===== src/rtl/codificador_instr.sv =====
// Instruction encoder/loader: packs class + register/immediate fields into 32-bit MIPS words
// and streams them into instruction memory from address 0. Optional funct screening: CODIF_CHECK_EN.
module codificador_instr #(
  parameter int DEPTH  = 64,
  parameter int ADDR_W = $clog2(DEPTH)
) (
  input  logic              clk,
  input  logic              rst_n,
  input  logic              clr,
  input  logic              in_valid,
  output logic              in_ready,
  input  logic [2:0]        op_sel,
  input  logic [4:0]        rs,
  input  logic [4:0]        rt,
  input  logic [4:0]        rd,
  input  logic [5:0]        funct,
  input  logic [15:0]       imm,
  output logic              wr_en,
  output logic [ADDR_W-1:0] wr_addr,
  output logic [31:0]       wr_data,
  output logic [ADDR_W:0]   count,
  output logic              full,
  output logic              err
);

  localparam logic [2:0] OP_R    = 3'd0;
  localparam logic [2:0] OP_ADDI = 3'd1;
  localparam logic [2:0] OP_ANDI = 3'd2;
  localparam logic [2:0] OP_ORI  = 3'd3;
  localparam logic [2:0] OP_SLTI = 3'd4;
  localparam logic [2:0] OP_LW   = 3'd5;
  localparam logic [2:0] OP_SW   = 3'd6;
  localparam logic [2:0] OP_BEQ  = 3'd7;

  localparam logic [ADDR_W:0] DEPTH_C = (ADDR_W+1)'(DEPTH);

  function automatic logic [31:0] encode(
    input logic [2:0]  sel,
    input logic [4:0]  f_rs,
    input logic [4:0]  f_rt,
    input logic [4:0]  f_rd,
    input logic [5:0]  f_funct,
    input logic [15:0] f_imm
  );
    logic [5:0] opc;
    case (sel)
      OP_ADDI: opc = 6'b001000;
      OP_ANDI: opc = 6'b001100;
      OP_ORI:  opc = 6'b001101;
      OP_SLTI: opc = 6'b001010;
      OP_LW:   opc = 6'b100011;
      OP_SW:   opc = 6'b101011;
      OP_BEQ:  opc = 6'b000100;
      default: opc = 6'b000000;
    endcase
    if (sel == OP_R) begin
      encode = {6'b000000, f_rs, f_rt, f_rd, 5'b00000, f_funct};
    end else begin
      encode = {opc, f_rs, f_rt, f_imm};
    end
  endfunction

`ifdef CODIF_CHECK_EN
  function automatic logic funct_ok(input logic [5:0] f);
    case (f)
      6'b100000, 6'b100010, 6'b100100, 6'b100101, 6'b101010: funct_ok = 1'b1;
      default: funct_ok = 1'b0;
    endcase
  endfunction
`endif

  logic              wr_en_q, wr_en_d;
  logic [ADDR_W-1:0] wr_addr_q, wr_addr_d;
  logic [31:0]       wr_data_q, wr_data_d;
  logic [ADDR_W:0]   count_q, count_d;
  logic              err_q, err_d;
  logic              full_s;
  logic              accept_s;
  logic              reject_s;

  assign full_s   = (count_q == DEPTH_C);
  assign in_ready = !full_s && !clr;
  assign accept_s = in_valid && in_ready;

`ifdef CODIF_CHECK_EN
  assign reject_s = accept_s && (op_sel == OP_R) && !funct_ok(funct);
`else
  assign reject_s = 1'b0;
`endif

  // Write-stage next state; clr wins over any handshake in the same cycle.
  always_comb begin
    wr_en_d   = 1'b0;
    wr_addr_d = wr_addr_q;
    wr_data_d = wr_data_q;
    count_d   = count_q;
    err_d     = 1'b0;
    if (clr) begin
      count_d = '0;
    end else if (accept_s && reject_s) begin
      err_d = 1'b1;
    end else if (accept_s) begin
      wr_en_d   = 1'b1;
      wr_addr_d = count_q[ADDR_W-1:0];
      wr_data_d = encode(op_sel, rs, rt, rd, funct, imm);
      count_d   = count_q + {{ADDR_W{1'b0}}, 1'b1};
    end else begin
      count_d = count_q;
    end
  end

  // Write-stage registers.
  always_ff @(posedge clk or negedge rst_n) begin
    if (!rst_n) begin
      wr_en_q   <= 1'b0;
      wr_addr_q <= '0;
      wr_data_q <= 32'h0000_0000;
      count_q   <= '0;
      err_q     <= 1'b0;
    end else begin
      wr_en_q   <= wr_en_d;
      wr_addr_q <= wr_addr_d;
      wr_data_q <= wr_data_d;
      count_q   <= count_d;
      err_q     <= err_d;
    end
  end

  assign wr_en   = wr_en_q;
  assign wr_addr = wr_addr_q;
  assign wr_data = wr_data_q;
  assign count   = count_q;
  assign full    = full_s;
  assign err     = err_q;

endmodule


===== config.mk =====
export PLATFORM = sky130hd
export DESIGN_NAME = codificador_instr
export DESIGN_NICKNAME = d
export VERILOG_FILES = /design/src/rtl/codificador_instr.sv
export SDC_FILE = /design/constraint.sdc
export NUM_CORES = 1
export LEC_CHECK = 0
export CELL_PAD_IN_SITES_DETAIL_PLACEMENT = 1
export CELL_PAD_IN_SITES_GLOBAL_PLACEMENT = 1
export CORE_UTILIZATION = 33
export DETAILED_ROUTE_END_ITERATION = 8
export PLACE_DENSITY_LB_ADDON = 0.1
export SETUP_SLACK_MARGIN = 0.5
export SLEW_MARGIN = 30
export SYNTH_ARGS = -nofsm -noshare
export SYNTH_HDL_FRONTEND = slang
export SYNTH_SLANG_ARGS = --single-unit
export TNS_END_PERCENT = 10

===== constraint.sdc =====
create_clock -name clk -period 2.4 [get_ports clk]
set_clock_uncertainty 0.05 [all_clocks]
set_input_delay 0.36 -clock clk [delete_from_list [all_inputs] [get_ports clk]]
set_output_delay 0.36 -clock clk [all_outputs]
set_load 0.05 [all_outputs]

* Word-level counts from Yosys, hierarchy flattened
Cells that the tools add are included.
** Word-level totals
- Logic and storage cells :: 27
- Input port bits :: 44
- Flip-flop bits (word level) :: 46
- Output and inout port bits :: 49
** Cells by class
- Bitwise logic cells :: 1
- Muxes and demuxes :: 6
- Add/sub/neg operators :: 1
- Reduce and logical (&&, ||, !) cells :: 7
- Eq/ne operators :: 8
** Operators by type and width (number)
- 6-bit one-hot mux with 7 select lines :: 1
- 32-bit 2-to-1 mux :: 1
- 7-bit 2-to-1 mux :: 2
- 3-bit equality test, second input constant :: 4
- 7-bit by 1-bit adder with 7-bit output, second input constant :: 1
- 7-bit equality test, second input constant :: 1
- 3-bit by 2-bit equality test with 1-bit output, second input constant :: 2
- 3-bit by 1-bit equality test with 1-bit output, second input constant :: 1
- 3-bit logical NOT :: 1
- 1-bit logical AND :: 2
- 1-bit logical NOT :: 2
- 1-bit 2-to-1 mux :: 2
- 2-bit AND reduction :: 1
- 2-bit nonzero test :: 1
- 1-bit NOT :: 1

* Depth between registers and ports, before layout
- Depth in word-level cells :: 6
- Depth in mapped cells :: 6

* Worst setup path after synthesis
OpenSTA, ideal clock, no wires.
- Path kind :: flip-flop to output port
- From :: register count_q[0] (netlist: count[0])
- To :: output port in_ready
- Data arrival time :: 2.100 ns
- Required time :: 1.990 ns
- Path slack :: -0.110 ns
- Cell stages (with the launch flop) :: 5
- Path through :: dfrtp_1 inv_1 ha_1 and3_1 nor2_1
** Between the ends
- Word-level cells in the longest chain between the ends :: 3
** Ends and longest elaborated chain
- start, declared :: line 75 : logic [ADDR_W:0] count_q, count_d;
- start signal, assigned :: line 124 : count_q <= count_d;
- 7-bit equality test :: line 81 : assign full_s = (count_q == DEPTH_C);
- named net full :: line 22 : output logic full,
- 1-bit logical NOT :: line 82 : assign in_ready = !full_s && !clr;
- 1-bit logical AND :: line 82
- end, declared :: line 11 : output logic in_ready,
The timed path passes the listed nets, and every way through them passes these cells.

* Worst setup path in the final report
- From :: register count_q[3] (netlist: count[3])
- To :: output port count[3]
** RTL lines
- end, declared :: line 21 : output logic [ADDR_W:0] count,
No word-level cell between the ends.

==> results.yml <==
run_status:
  status: "finished, violations left"
  failed_checks: "negative hold slack"
worst_setup_path:
  cpPeakStageDelay_ns: 0.83
  crit_chain: "clkdlybuf4s50_1"
  critPathLaunchType: "register"
  end_kind: "output pin"
  critPathTopFamily: "buffers and inverters"
  crit_buf_inv: 1
  worstPathMaxFanout: 6
  worst-setup-path-type: "register to output pin"
  crit_arrival_ns: 1.57
  cp.required_ns: 1.99
  cp_slowest_cell: "clkdlybuf4s50_1"
floorplanning:
  start_util_pct: 33.97
  die_y_microns: 82.62
  fp.coreArea_sq_um: 6314
  die_area_sq_um: 6825
  fp-row-count: 29
  fp.dieW_microns: 82.62
  ioPinCount: 93
route:
  first_pass_iters: 4
  drt_iter0_markers: 35
  drc: 0
  ant_nets: 0
  wirelength_microns: 4953
  routedWlPerCell_microns: 15.01
  viasPerCell: 4.697
  num_vias: 1550
sta:
  drv_slew: 0
  fin_hold_ws_ns: -0.01314
  layout_min_cycle_time_ns: 1.979
  fmax_mhz: 505.2
  slew-limit-headroom_pct: 63.87
  final-setup-viol-count: 0
  fin_crit_sh_pct: 82.48
  rsz0062_at_grt: "yes"
  finalHoldViolCount: 21
  setup-tns-final_ns: 0
  tightest_slew_ns: 0.5402
yosys:
  synth_area_leader_cell: "dfrtp_1"
  synth-seq-cells: 45
  syn-cell-area_sq_um: 2145
  synthCells: 154
  synth_warnings: 0
  synth_area_leaders: "dfrtp_1 (53%), mux2_2 (16%), mux2_4 (13%)"
  synth_top_area_share_pct: 52.51
  syn_avg_cell_area_sq_um: 13.93
  yosysSeqAreaShare_pct: 52.51
  ys_types: 27
pwr:
  p_leak_uw: 0.001436
  power_density_nw_per_um2: 662.1
  vdd.ir_drop.worst_mv: 0.2974
global_route:
  gr-total-overflow: 0
  first_global_vias: 1507
  grt_usage_pct: 15.11
  grt_pass1_wl_microns: 7617
  grt_antenna_before_repair: 0
  grt_max_degree: 39
placement:
  placed_cell_area_sq_um: 3199
  hpwl_microns: 3674
  numPortBuffers: 90
  gp_congestion: 0.6887
final_layout:
  stdcell_area_sq_um: 3317
  nets: 298
  area_growth_pct: 54.67
  drive_gt1_share_pct: 31.23
  diodes: 0
  filler_cell_count: 666
clock_tree:
  clk-insertion-delay-late_ns: 0.29
  clk_path_buf_depth: 2
  numCtsBuffers: 5
  cts_tree: "built"
  cts-root-buf: "clkbuf_8"
  clkSinkCount: 45
  cts.htree.levels: 2
  clk_pin_slew_ns: 0.08
job:
  max_cap_violations: 0
min_path:
  min_path_type: "primary input to asynchronous set/reset pin"
cells by family after synthesis:
family / share of synthesized area (%)
buf+inv: 4.259
other cells: 0.1749
mux: 29.75
xor+xnor: 1.634
simple gates: 7.176
flops: 52.51
fa+ha+maj: 1.167
compound gates: 3.325
power breakdown:
part           internal (uW)  total, uW  switching, uW
Clock                    206        453            247
Sequential               850        902           52.4
Combinational            357        840            484
Total                   1410       2200            783
per-stage QoR:
step / setup WS [ns] / cells / utilization, % / power (uW) / hold WS, ns
after floorplan: 0.4892 / 155 / - / 1442 / 0.01441
after global placement: 0.2788 / 318 / 50.67 / 1756 / 0.3311
after detailed placement: 0.2408 / 318 / 50.67 / 1767 / 0.3292
after CTS: 0.3289 / 326 / 51.98 / 2230 / 0.004555
after global routing: 0.3411 / 330 / 52.54 / 2302 / 0.02351
final: 0.4206 / 330 / 52.54 / 2196 / -0.01314
state kept, by name, indices dropped and copies added, names as in the netlist:
name,count
wr_en,1
wr_data,31
wr_addr,6
count,7
cells in the mapped netlist (all sizes together):
cell type  number
nand2           5
nor3            1
buf             9
nand4           2
o21ai           3
nand2b          2
nor4            1
clkbuf          1
dfrtp          45
nor2b           5
or3             2
and3            1
a311oi          1
inv             5
a21oi           5
xnor2           2
ha              2
mux2i           3
conb            1
a311o           1
nor2            6
mux2           48
xor2            2
a31oi           1
final timing paths:
| kind | start | endpoint | cells after the start | slack (ns) |
|---|---|---|---|---|
| worst min register to register | wr_data[27] | wr_data[27] | 1 | 0.46 |
| worst min-delay path | rst_n | wr_data[19] | 1 | -0.01 |
| worst max-delay path | count[3] | count[3] | 1 | 0.42 |
| max in group asynchronous | rst_n | wr_data[8] | 2 | 1.79 |
| min in group clk | wr_data[27] | wr_data[27] | 1 | 0.46 |
| worst max register to register | count[0] | wr_data[21] | 5 | 0.55 |
placed cells by master, fill, tap and decap left out, types with 2 or more instances in the layout:
cell type,n
clkdlybuf4s50_1,84
dlymetal6s2s_1,2
nand2_1,5
inv_1,3
dfrtp_2,4
buf_12,4
xor2_1,2
clkbuf_8,5
dfrtp_1,41
nand4_1,2
inv_2,2
mux2_4,18
nand2b_1,2
xnor2_1,2
o21ai_0,3
or3_1,2
a21oi_1,5
clkbuf_1,2
mux2i_1,3
mux2_2,30
conb_1,2
nor2_1,5
buf_4,8
nor2b_1,5
final cells by class:
| cell class | count | area [sq um] | area share [%] |
|---|---|---|---|
| Clock buffer | 7 | 76.32 | 2.301 |
| Clock inverter | 1 | 7.507 | 0.2263 |
| Inverter | 5 | 18.77 | 0.5658 |
| Multi-Input combinational cell | 95 | 967.2 | 29.16 |
| Sequential cell | 45 | 1131 | 34.10 |
| Tap cell | 77 | 96.34 | 2.905 |
| Timing Repair Buffer | 100 | 1020 | 30.74 |
metal layers:
metal	global-route usage [%]	wire, microns	vias to the layer above	share of wire [%]
met2	25.37	2440	48	49
met3	4.286	321	5	6.5
met1	18.98	2158	773	44
met5	0	0	-	0
li1	-	-	724	-
met4	4.138	33	0	0.67
timing repair:
action / in CTS / in global routing
gates resized for setup: 1 / 2
endpoints found under the setup margin: 12 / 43
hold endpoints to repair: 0 / 0
setup buffers: 0 / 4
pin swaps: 0 / 2
hold buffers: 0 / 0
(Power assumes the default switching activity.)
